===== src/rtl/alu_step_sequencer_if.sv =====
// rtl/alu_step_sequencer_if.sv - datapath bundle between step sequencer and datapath
// Purpose: groups the instruction/memory inputs and every datapath strobe.
// Signals:
//   ir, mem_ready           datapath -> sequencer (instruction register, read data valid)
//   PCout..LOin             sequencer -> datapath single-bit strobes
//   Rin, Rout               sequencer -> datapath one-hot register load / drive
//   alu_op, alu_go          sequencer -> datapath ALU operation and its valid
// Modports: master = sequencer side, slave = datapath side.
interface alu_step_sequencer_if #(
   parameter int DATA_W = 32,
   parameter int NREG   = 16
);
   logic [DATA_W-1:0] ir;
   logic              mem_ready;
   logic              PCout, IncPC, MARin, Zin, Zlowout, ZHighout, PCin;
   logic              Read, MDRin, MDRout, IRin, Yin, HIin, LOin;
   logic [NREG-1:0]   Rin;
   logic [NREG-1:0]   Rout;
   logic [4:0]        alu_op;
   logic              alu_go;

   modport master (
      input  ir, mem_ready,
      output PCout, IncPC, MARin, Zin, Zlowout, ZHighout, PCin,
             Read, MDRin, MDRout, IRin, Yin, HIin, LOin,
             Rin, Rout, alu_op, alu_go
   );

   modport slave (
      output ir, mem_ready,
      input  PCout, IncPC, MARin, Zin, Zlowout, ZHighout, PCin,
             Read, MDRin, MDRout, IRin, Yin, HIin, LOin,
             Rin, Rout, alu_op, alu_go
   );
endinterface


===== src/rtl/alu_step_sequencer.sv =====
// rtl/alu_step_sequencer.sv - fetch/decode/execute step sequencer for a register ALU datapath
// Purpose: walks IDLE, T0, T1, T1W, T2..T6 and raises datapath strobes per step.
// Ports:
//   clock     rising-edge clock
//   clear     synchronous active-low reset
//   run       start from IDLE / continue after the last step
//   busy      high in every state except IDLE
//   done      one-cycle pulse on the last step of an instruction
//   illegal   one-cycle pulse in T3 for an undefined opcode
//   fault     one-cycle pulse when the memory wait runs out
//   dp        datapath bundle (master side)
module alu_step_sequencer #(
   parameter int DATA_W   = 32,
   parameter int NREG     = 16,
   parameter int REG_W    = $clog2(NREG),
   parameter int WAIT_MAX = 15
) (
   input  logic clock,
   input  logic clear,
   input  logic run,
   output logic busy,
   output logic done,
   output logic illegal,
   output logic fault,
   alu_step_sequencer_if.master dp
);
   localparam int CNT_W = $clog2(WAIT_MAX + 1);

   typedef enum logic [3:0] {
      S_IDLE, S_T0, S_T1, S_T1W, S_T2, S_T3, S_T4, S_T5, S_T6
   } state_t;

   state_t           state;
   logic [CNT_W-1:0] wait_cnt;

   logic [4:0]       opcode;
   logic [REG_W-1:0] ra, rb, rc;
   logic             legal, unary, wide, wait_last;
   logic             unused_ir;

   // ir is loaded by IRin at the end of T2, so decode stays combinational:
   // T3 onward sees the freshly loaded instruction.
   assign opcode = dp.ir[DATA_W-1 -: 5];
   assign ra     = dp.ir[DATA_W-6 -: REG_W];
   assign rb     = dp.ir[DATA_W-6-REG_W -: REG_W];
   assign rc     = dp.ir[DATA_W-6-2*REG_W -: REG_W];
   assign unused_ir = ^dp.ir;

   assign legal = (opcode <= 5'b01011);
   assign unary = (opcode == 5'b01010) || (opcode == 5'b01011);
   assign wide  = (opcode == 5'b01000) || (opcode == 5'b01001);

   // Counter holds (number of T1W cycles already completed); the WAIT_MAX-th
   // wait cycle is the one where it equals WAIT_MAX-1.
   assign wait_last = (wait_cnt == CNT_W'(WAIT_MAX - 1));

   // Register fields that do not name an existing register select nothing.
   function automatic logic [NREG-1:0] onehot(input logic [REG_W-1:0] idx);
      onehot = '0;
      if (int'(idx) < NREG) onehot[idx] = 1'b1;
   endfunction

   always_ff @(posedge clock) begin
      if (!clear) begin
         state    <= S_IDLE;
         wait_cnt <= '0;
      end else begin
         case (state)
            S_IDLE: if (run) state <= S_T0;
            S_T0:   state <= S_T1;
            S_T1: begin
               if (dp.mem_ready) begin
                  state <= S_T2;
               end else begin
                  state    <= S_T1W;
                  wait_cnt <= '0;
               end
            end
            S_T1W: begin
               wait_cnt <= wait_cnt + 1'b1;
               if (dp.mem_ready)  state <= S_T2;
               else if (wait_last) state <= S_IDLE;
            end
            S_T2: state <= S_T3;
            S_T3: begin
               if (!legal)     state <= run ? S_T0 : S_IDLE;
               else if (unary) state <= S_T5;
               else            state <= S_T4;
            end
            S_T4: state <= S_T5;
            S_T5: begin
               if (wide) state <= S_T6;
               else      state <= run ? S_T0 : S_IDLE;
            end
            S_T6:    state <= run ? S_T0 : S_IDLE;
            default: state <= S_IDLE;
         endcase
      end
   end

   always_comb begin
      dp.PCout = 1'b0; dp.IncPC = 1'b0; dp.MARin = 1'b0; dp.Zin = 1'b0;
      dp.Zlowout = 1'b0; dp.ZHighout = 1'b0; dp.PCin = 1'b0; dp.Read = 1'b0;
      dp.MDRin = 1'b0; dp.MDRout = 1'b0; dp.IRin = 1'b0; dp.Yin = 1'b0;
      dp.HIin = 1'b0; dp.LOin = 1'b0;
      dp.Rin = '0; dp.Rout = '0; dp.alu_op = 5'b0; dp.alu_go = 1'b0;
      busy = (state != S_IDLE);
      done = 1'b0; illegal = 1'b0; fault = 1'b0;
      case (state)
         S_T0: begin
            dp.PCout = 1'b1; dp.IncPC = 1'b1; dp.Zin = 1'b1; dp.MARin = 1'b1;
         end
         S_T1: begin
            dp.Zlowout = 1'b1; dp.PCin = 1'b1; dp.Read = 1'b1; dp.MDRin = 1'b1;
         end
         S_T1W: begin
            dp.Read = 1'b1; dp.MDRin = 1'b1;
            fault   = !dp.mem_ready && wait_last;
         end
         S_T2: begin
            dp.MDRout = 1'b1; dp.IRin = 1'b1;
         end
         S_T3: begin
            if (!legal) begin
               illegal = 1'b1;
            end else if (unary) begin
               dp.Rout = onehot(rb); dp.alu_go = 1'b1; dp.alu_op = opcode; dp.Zin = 1'b1;
            end else begin
               dp.Rout = onehot(rb); dp.Yin = 1'b1;
            end
         end
         S_T4: begin
            dp.Rout = onehot(rc); dp.alu_go = 1'b1; dp.alu_op = opcode; dp.Zin = 1'b1;
         end
         S_T5: begin
            dp.Zlowout = 1'b1;
            if (wide) begin
               dp.LOin = 1'b1;
            end else begin
               dp.Rin = onehot(ra);
               done   = 1'b1;
            end
         end
         S_T6: begin
            dp.ZHighout = 1'b1; dp.HIin = 1'b1; done = 1'b1;
         end
         default: ;
      endcase
   end
endmodule

===== src/flat_wrapper.sv =====
// flat-port wrapper written by rule: the top's interface ports become plain ports
module alu_step_sequencer_flat 
#(
   parameter int DATA_W   = 32,
   parameter int NREG     = 16,
   parameter int REG_W    = $clog2(NREG),
   parameter int WAIT_MAX = 15
)
  (clock, clear, run, busy, done, illegal, fault, dp_ir, dp_mem_ready, dp_PCout, dp_IncPC, dp_MARin, dp_Zin, dp_Zlowout, dp_ZHighout, dp_PCin, dp_Read, dp_MDRin, dp_MDRout, dp_IRin, dp_Yin, dp_HIin, dp_LOin, dp_Rin, dp_Rout, dp_alu_op, dp_alu_go);
  alu_step_sequencer_if #(.DATA_W(DATA_W), .NREG(NREG)) dp_i ();
  input  logic clock;
  input  logic clear;
  input  logic run;
  output logic busy;
  output logic done;
  output logic illegal;
  output logic fault;
  input wire logic [$bits(dp_i.ir)-1:0] dp_ir;
  input wire logic [$bits(dp_i.mem_ready)-1:0] dp_mem_ready;
  output wire logic [$bits(dp_i.PCout)-1:0] dp_PCout;
  output wire logic [$bits(dp_i.IncPC)-1:0] dp_IncPC;
  output wire logic [$bits(dp_i.MARin)-1:0] dp_MARin;
  output wire logic [$bits(dp_i.Zin)-1:0] dp_Zin;
  output wire logic [$bits(dp_i.Zlowout)-1:0] dp_Zlowout;
  output wire logic [$bits(dp_i.ZHighout)-1:0] dp_ZHighout;
  output wire logic [$bits(dp_i.PCin)-1:0] dp_PCin;
  output wire logic [$bits(dp_i.Read)-1:0] dp_Read;
  output wire logic [$bits(dp_i.MDRin)-1:0] dp_MDRin;
  output wire logic [$bits(dp_i.MDRout)-1:0] dp_MDRout;
  output wire logic [$bits(dp_i.IRin)-1:0] dp_IRin;
  output wire logic [$bits(dp_i.Yin)-1:0] dp_Yin;
  output wire logic [$bits(dp_i.HIin)-1:0] dp_HIin;
  output wire logic [$bits(dp_i.LOin)-1:0] dp_LOin;
  output wire logic [$bits(dp_i.Rin)-1:0] dp_Rin;
  output wire logic [$bits(dp_i.Rout)-1:0] dp_Rout;
  output wire logic [$bits(dp_i.alu_op)-1:0] dp_alu_op;
  output wire logic [$bits(dp_i.alu_go)-1:0] dp_alu_go;
  assign dp_i.ir = dp_ir;
  assign dp_i.mem_ready = dp_mem_ready;
  assign dp_PCout = dp_i.PCout;
  assign dp_IncPC = dp_i.IncPC;
  assign dp_MARin = dp_i.MARin;
  assign dp_Zin = dp_i.Zin;
  assign dp_Zlowout = dp_i.Zlowout;
  assign dp_ZHighout = dp_i.ZHighout;
  assign dp_PCin = dp_i.PCin;
  assign dp_Read = dp_i.Read;
  assign dp_MDRin = dp_i.MDRin;
  assign dp_MDRout = dp_i.MDRout;
  assign dp_IRin = dp_i.IRin;
  assign dp_Yin = dp_i.Yin;
  assign dp_HIin = dp_i.HIin;
  assign dp_LOin = dp_i.LOin;
  assign dp_Rin = dp_i.Rin;
  assign dp_Rout = dp_i.Rout;
  assign dp_alu_op = dp_i.alu_op;
  assign dp_alu_go = dp_i.alu_go;
  alu_step_sequencer #(.DATA_W(DATA_W), .NREG(NREG), .REG_W(REG_W), .WAIT_MAX(WAIT_MAX)) u_core (.clock(clock), .clear(clear), .run(run), .busy(busy), .done(done), .illegal(illegal), .fault(fault), .dp(dp_i));
endmodule

===== config.mk =====
export PLATFORM = sky130hd
export DESIGN_NAME = alu_step_sequencer_flat
export DESIGN_NICKNAME = d
export VERILOG_FILES = /design/src/rtl/alu_step_sequencer_if.sv /design/src/rtl/alu_step_sequencer.sv /design/src/flat_wrapper.sv
export SDC_FILE = /design/constraint.sdc
export NUM_CORES = 1
export LEC_CHECK = 0
export CORE_ASPECT_RATIO = 0.8
export CORE_MARGIN = 2
export CORE_UTILIZATION = 33
export DETAILED_ROUTE_END_ITERATION = 6
export GPL_TIMING_DRIVEN = 0
export PLACE_DENSITY_LB_ADDON = 0.05
export SLEW_MARGIN = 0
export SYNTH_ARGS = -nofsm -noshare
export SYNTH_HDL_FRONTEND = slang
export SYNTH_SLANG_ARGS = --single-unit
export TNS_END_PERCENT = 5

===== constraint.sdc =====
create_clock -name clock -period 1.91 [get_ports clock]
set_input_delay 0.4775 -clock clock [delete_from_list [all_inputs] [get_ports clock]]
set_output_delay 0.4775 -clock clock [all_outputs]
set_load 0.1 [all_outputs]

==> impl_metrics.csv, run 1 <==
group,metric,value,unit
setup_path,worstPathArrival,1.88,ns
setup_path,critPathRequiredTime,1.43,ns
place,gp_congestion,0.810,
synthesis,async_flop_share,0,
synthesis,syn_inst,163,
sta,grt_setup_unrepaired,"true",
synthesis,synth_cell_type_count,43,
synthesis,yosysTopAreaCell,"dfxtp_1",
global_routing,antenna_found_initial,0,
setup_path,path_common_cell,"buf_6",
floorplan,start_util,0.352,
sta,min_period_over_period,1.23,
min_path,min_path_type,"reg -> reg",
place,io_buffers,76,
power,p_seq_frac,0.183,
clock_network,clock_sinks,8,
global_routing,grt_start_max_net_pins,11,
setup_path,worstPathMaxFanout,5,
floorplan,dieArea,3820,sq um
floorplan,num_io_pins,92,
synthesis,synth_area_leaders,"dfxtp_1 15%, o22ai_1 7.9%, nor2_1 7.5%",
sta,setup_viol,55,
drt,drtIter0Drc,142,
synthesis,synth-edff-count,0,
clock_network,cts_buffers,3,
floorplan,die_w,68.6,um
synthesis,syn_avg_cell_area,6.76,sq um
place,hpwl,3.20,mm
sta,maxSlewViolCount,0,
floorplan,die_h,55.7,um
setup_path,path_class,"reg -> out",
clock_network,clk_transition_reported_paths,0.04,ns
layout,multi_input_area,1240,sq um
drt,wl_per_cell,23.7,um
sta,slew_headroom,0.668,
global_routing,grt_pass1_wl,8.40,mm
power,power_frac_clock,0.199,
sta,finClkSkew,0.000950,ns
setup_path,cpPeakStageDelay,0.42,ns
power,switching_power,0.498,mW
synthesis,yosysWarnings,0,
drt,via_count,1885,
clock_network,cts_root_buf,"clkbuf_8",
sta,worstMarginPinSlew,0.499,ns
layout,areaGrowthSynthToFinish,174,%
clock_network,cts_buffer_depth,2,
power,vdd_drop_max,0.000467,V
floorplan,core,3130,sq um
sta,post-route-min-period,2.36,ns
setup_path,worstPathCellList,"buf_6 > nand4b_4 > buf_6 > nor2_4 > nand3b_1 > buf_6 > nor3_4 > buf_12",
drt,firstDrtPassIters,4,
synthesis,syn_nets,201,
clock_network,clk_latency,0.23,ns
layout,final_common_cell,"buf_12",
place,pre_cts_slack,-1.72,ns
layout,layout_common_cells,"45 x buf_12, 22 x buf_4, 13 x buf_6",
drt,drc,0,
status,status,"finished, violations left",
drt,routed_via_density,6.28,
status,violations,"negative setup slack",
setup_path,start_kind,"register",
sta,fmax,0.424,GHz
power,p_sw_frac,0.483,
drt,ant_nets,0,
job,maxCapViolCount,0,
drt,wl,7.10,mm
global_routing,grt_pass1_vias,1775,
clock_network,cts_tree,"yes",
power,p_leak,1.22,nW
global_routing,grtUsageMet1,0.344,
clock_network,cts_hold_buffers,0,
layout,nets,300,
floorplan,row_count,18,
layout,seq_area,170,sq um
global_routing,grt-ovfl-total,0,
synthesis,ys.flop_type,"dfxtp_1",
global_routing,grt_util_all_layers,0.280,
power,power_frac_comb,0.618,
power,p_int,0.532,mW
layout,diodes,0,
sta,hold_viol_final,0,
global_routing,met2_usage,0.489,
synthesis,netlist_area,1100,sq um
global_routing,grt-busiest-layer,"met2",
global_routing,use_met3,0.0547,
sta,setup_slack,-0.449,ns
layout,final_util,0.965,
layout,fill_cells,59,
setup_path,endpoint_kind,"primary output",
power,powerDensity,341,nW/um^2
clock_network,h-tree-depth,1,
setup_path,slowest_stage,"dfxtp_4",
layout,final_layout_size_suffix_gt1_frac,0.642,
synthesis,ys_seq_area_frac,0.145,
synthesis,netlist.area_leader.share,0.145,
synthesis,ys_seq_elements,8,
==> cells in the mapped netlist, types with 3 or more instances <==
master and instances:
a21oi_1 5, a32o_1 4, and2_1 4, buf_4 7
clkbuf_1 3, dfxtp_1 8, inv_1 13, nand2_1 11
nand2b_1 8, nand3_1 5, nand3b_1 6, nand4bb_1 3
nor2_1 22, nor2b_1 6, nor3_1 7, nor3b_1 3
nor4_1 3, o21ai_0 3, o22ai_1 14
==> critical path, delay by kind of cell (launching register included) <==
kind | cells | cell delay (ns)
buf+inv | 4 | 0.65
simple gates | 4 | 0.59
flops | 1 | 0.42
==> cell type report <==
cell class,count,area share
Timing Repair Buffer,94,0.445
Multi-Input combinational cell,131,0.411
Sequential cell,8,0.0563
Buffer,11,0.0418
Tap cell,40,0.0166
Inverter,13,0.0161
Clock buffer,3,0.0137
==> path summary, 6_finish.rpt <==
kind                              startpoint                         endpoint  slack (ns)  depth (start not counted)
max             u_core.state[1]$_SDFFE_PN0P_                        dp_Rin[2]       -0.45                          8
min          u_core.wait_cnt[3]$_SDFFE_PN0P_  u_core.wait_cnt[3]$_SDFFE_PN0P_        0.55                          2
max reg2reg  u_core.wait_cnt[0]$_SDFFE_PN0P_     u_core.state[0]$_SDFFE_PN0P_        0.20                          6
min reg2reg  u_core.wait_cnt[3]$_SDFFE_PN0P_  u_core.wait_cnt[3]$_SDFFE_PN0P_        0.55                          2
==> cells by family after synthesis <==
group | after synthesis | share of synthesized area
flops | 8 | 0.145
buf+inv | 24 | 0.107
simple gates | 89 | 0.476
mux | 1 | 0.00908
compound gates | 39 | 0.241
fa+ha+maj | 2 | 0.0227
==> metal layers <==
metal | vias up | share of wire
met5 | - | 0
met4 | 0 | 0.076
met3 | 56 | 0.073
met2 | 155 | 0.50
met1 | 886 | 0.35
li1 | 788 | -
==> registers in the layout (all words and copies together), names as in the netlist <==
signal,count
u_core.state,4
u_core.wait_cnt,4
==> repair_timing <==
action | CTS | global route
buffers inserted | 9 | 9
pin swaps | 25 | 22
gates resized for setup | 492 | 76
endpoints found under the setup margin | 56 | 56
==> power groups by stage <==
stage          sequential, mW  clock, mW  combinational (mW)
2_1_floorplan           0.181          0               0.343
3_3_place_gp            0.182          0               0.475
3_5_place_dp            0.182          0               0.483
4_1_cts                 0.181      0.209               0.549
5_1_grt                 0.188      0.212               0.653
6_report                0.188      0.205               0.637
==> metrics by stage <==
stage	area [sq um]	hold WS [ns]	setup TNS (ns)	instances	total power, mW
final	3020	0.549	-15.14	300	1.03
after global routing	3020	0.575	-17.47	300	1.05
after CTS	2680	0.509	-13.58	291	0.940
after detailed placement	2160	0.504	-76.96	279	0.665
after global placement	2160	0.489	-75.28	279	0.657
after floorplan	1350	0.474	-27.22	163	0.524
Note: power is estimated with default switching activity, not from simulation.
==> run 2, diff against run 1 <==
--- a/config.mk
+++ b/config.mk
@@ -7,7 +7,7 @@
 export LEC_CHECK = 0
 export CORE_ASPECT_RATIO = 0.8
 export CORE_MARGIN = 2
-export CORE_UTILIZATION = 33
+export CORE_UTILIZATION = 35
 export DETAILED_ROUTE_END_ITERATION = 6
 export GPL_TIMING_DRIVEN = 0
 export PLACE_DENSITY_LB_ADDON = 0.05
==> constraint.sdc (replaced) <==
create_clock -name clock -period 2.94 [get_ports clock]
set_input_delay 0.735 -clock clock [delete_from_list [all_inputs] [get_ports clock]]
set_output_delay 0.735 -clock clock [all_outputs]
set_load 0.1 [all_outputs]
==> impl_metrics.csv, run 2 (same netlist as run 1, synthesis figures left out) <==
group,metric,value,unit
clock_network,cts_tree,"yes",
clock_network,h-tree-depth,1,
sta,post-route-min-period,2.92,ns
sta,min_period_over_period,0.992,
setup_path,cp-endpoint,"dp_Rout[10]",
global_routing,grt-ovfl-total,0,
sta,grt_setup_unrepaired,"true",
global_routing,grt_pass1_vias,1367,
sta,worstMarginPinSlew,0.959,ns
layout,final_common_cell,"buf_4",
layout,final_layout_size_suffix_gt1_frac,0.376,
place,pre_cts_slack,-1.13,ns
place,gp_congestion,0.852,
setup_path,rrSetupSlack,1.39,ns
global_routing,grt_util_all_layers,0.211,
global_routing,antenna_found_initial,0,
setup_path,worst-r2r-cell-count,5,
floorplan,die_h,54.2,um
setup_path,r2r-start,"u_core.state[0]$_SDFFE_PN0P_",
sta,fmax,0.343,GHz
drt,firstDrtPassIters,4,
global_routing,grt_start_max_net_pins,11,
drt,wl,4.11,mm
floorplan,start_util,0.363,
floorplan,die_w,66.7,um
sta,slew_headroom,0.363,
clock_network,cts_setup_buffers,0,
sta,setup_slack,0.0229,ns
drt,wl_per_cell,14.6,um
drt,drc,0,
sta,finClkSkew,0.00364,ns
clock_network,cts_buffer_depth,2,
clock_network,cts_root_buf,"clkbuf_8",
layout,nets,282,
setup_path,worstPathArrival,2.18,ns
min_path,min_path_type,"reg -> reg",
setup_path,r2r_end,"u_core.state[0]$_SDFFE_PN0P_",
power,p_leak,0.880,nW
job,maxCapViolCount,0,
place,hpwl,3.07,mm
setup_path,path_class,"in -> out",
drt,via_count,1549,
setup_path,worstPathMaxFanout,6,
setup_path,cp-startpoint,"dp_ir[30]",
power,powerDensity,257,nW/um^2
floorplan,core,3040,sq um
power,finalPower,0.545,mW
place,io_buffers,76,
drt,drtIter0Drc,129,
clock_network,cts_hold_buffers,0,
drt,routed_via_density,5.49,
global_routing,grt_pass1_wl,5.89,mm
setup_path,endpoint_kind,"primary output",
floorplan,num_io_pins,92,
floorplan,row_count,18,
drt,ant_nets,0,
layout,layout_common_cells,"27 x buf_4, 19 x nor2_1, 16 x clkdlybuf4s50_1",
status,status,"completed",
layout,areaGrowthSynthToFinish,91.9,%
layout,diodes,0,
layout,reg_top3,"u_core.state x4, u_core.wait_cnt x4",
sta,hold_viol_final,0,
clock_network,cts_buffers,3,
min_path,hold_depth,2,
setup_path,start_kind,"input port",
sta,final.setup.tns,0,ns
floorplan,dieArea,3620,sq um
clock_network,clk_transition_reported_paths,0.04,ns
sta,maxSlewViolCount,0,
clock_network,clock_sinks,8,
power,vdd_drop_max,0.000259,V
clock_network,clk_latency,0.23,ns
setup_path,critPathRequiredTime,2.20,ns
sta,setup_viol,0,
run 2: changes by cell type in the layout (fill, tap and decap cells not counted), sizes merged:
cell / change
buf: -34
clkdlybuf4s15: +8
clkdlybuf4s50: +11
dlygate4sd2: +2
dlymetal6s2s: -5
run 2: cell type report:
type                       count  area (sq um)
fill                         275           925
clock buffer                   3          41.3
buffer                        11          68.8
sequential                     8           160
inverter                      13          48.8
multi-input combinational    131           952
timing repair buffer          76           795
tap                           40          50.0
run 2: worst min path at each step:
stage	start	end
after CTS	u_core.wait_cnt[3]$_SDFFE_PN0P_	u_core.wait_cnt[3]$_SDFFE_PN0P_
after global routing	u_core.wait_cnt[3]$_SDFFE_PN0P_	u_core.wait_cnt[3]$_SDFFE_PN0P_
after detailed placement	u_core.wait_cnt[3]$_SDFFE_PN0P_	u_core.wait_cnt[3]$_SDFFE_PN0P_
final	u_core.wait_cnt[3]$_SDFFE_PN0P_	u_core.wait_cnt[3]$_SDFFE_PN0P_
after global placement	u_core.wait_cnt[3]$_SDFFE_PN0P_	u_core.wait_cnt[3]$_SDFFE_PN0P_
after floorplan	u_core.wait_cnt[3]$_SDFFE_PN0P_	u_core.wait_cnt[3]$_SDFFE_PN0P_
run 2: power breakdown:
part / internal [mW] / total (mW) / switching, mW
registers: 0.113 / 0.116 / 0.00314
logic: 0.0820 / 0.294 / 0.212
clock network: 0.0888 / 0.134 / 0.0450
run 2: worst max-delay path: stages:
cell           delay, ns
dlygate4sd2_1       0.29
a21o_2              0.29
nor2_2              0.13
nand3b_1            0.23
o22ai_2             0.29
buf_12              0.21
run 2: routing by layer:
| layer | part of all wire | vias to the layer above | global-route usage |
|---|---|---|---|
| met4 | 0.014 | 0 | 0.0816 |
| li1 | - | 753 | - |
| met5 | 0 | - | 0 |
| met2 | 0.48 | 83 | 0.368 |
| met1 | 0.41 | 707 | 0.250 |
| met3 | 0.094 | 6 | 0.0565 |
run 2: stage by stage:
| step | area, sq um | std cells | util | hold slack (ns) |
|---|---|---|---|---|
| global placement | 1970 | 279 | 0.647 | 0.487 |
| detailed placement | 1970 | 279 | 0.647 | 0.500 |
| floorplan | 1160 | 163 | - | 0.474 |
| global route | 2120 | 282 | 0.696 | 0.524 |
| CTS | 1980 | 282 | 0.651 | 0.506 |
| finish | 2120 | 282 | 0.696 | 0.504 |
run 2: what timing repair did:
| item | in CTS | in global routing |
|---|---|---|
| hold endpoints to repair | 0 | 0 |
| setup endpoints to repair | 56 | 34 |
| resized for setup | 286 | 38 |
| pin swaps | 0 | 8 |
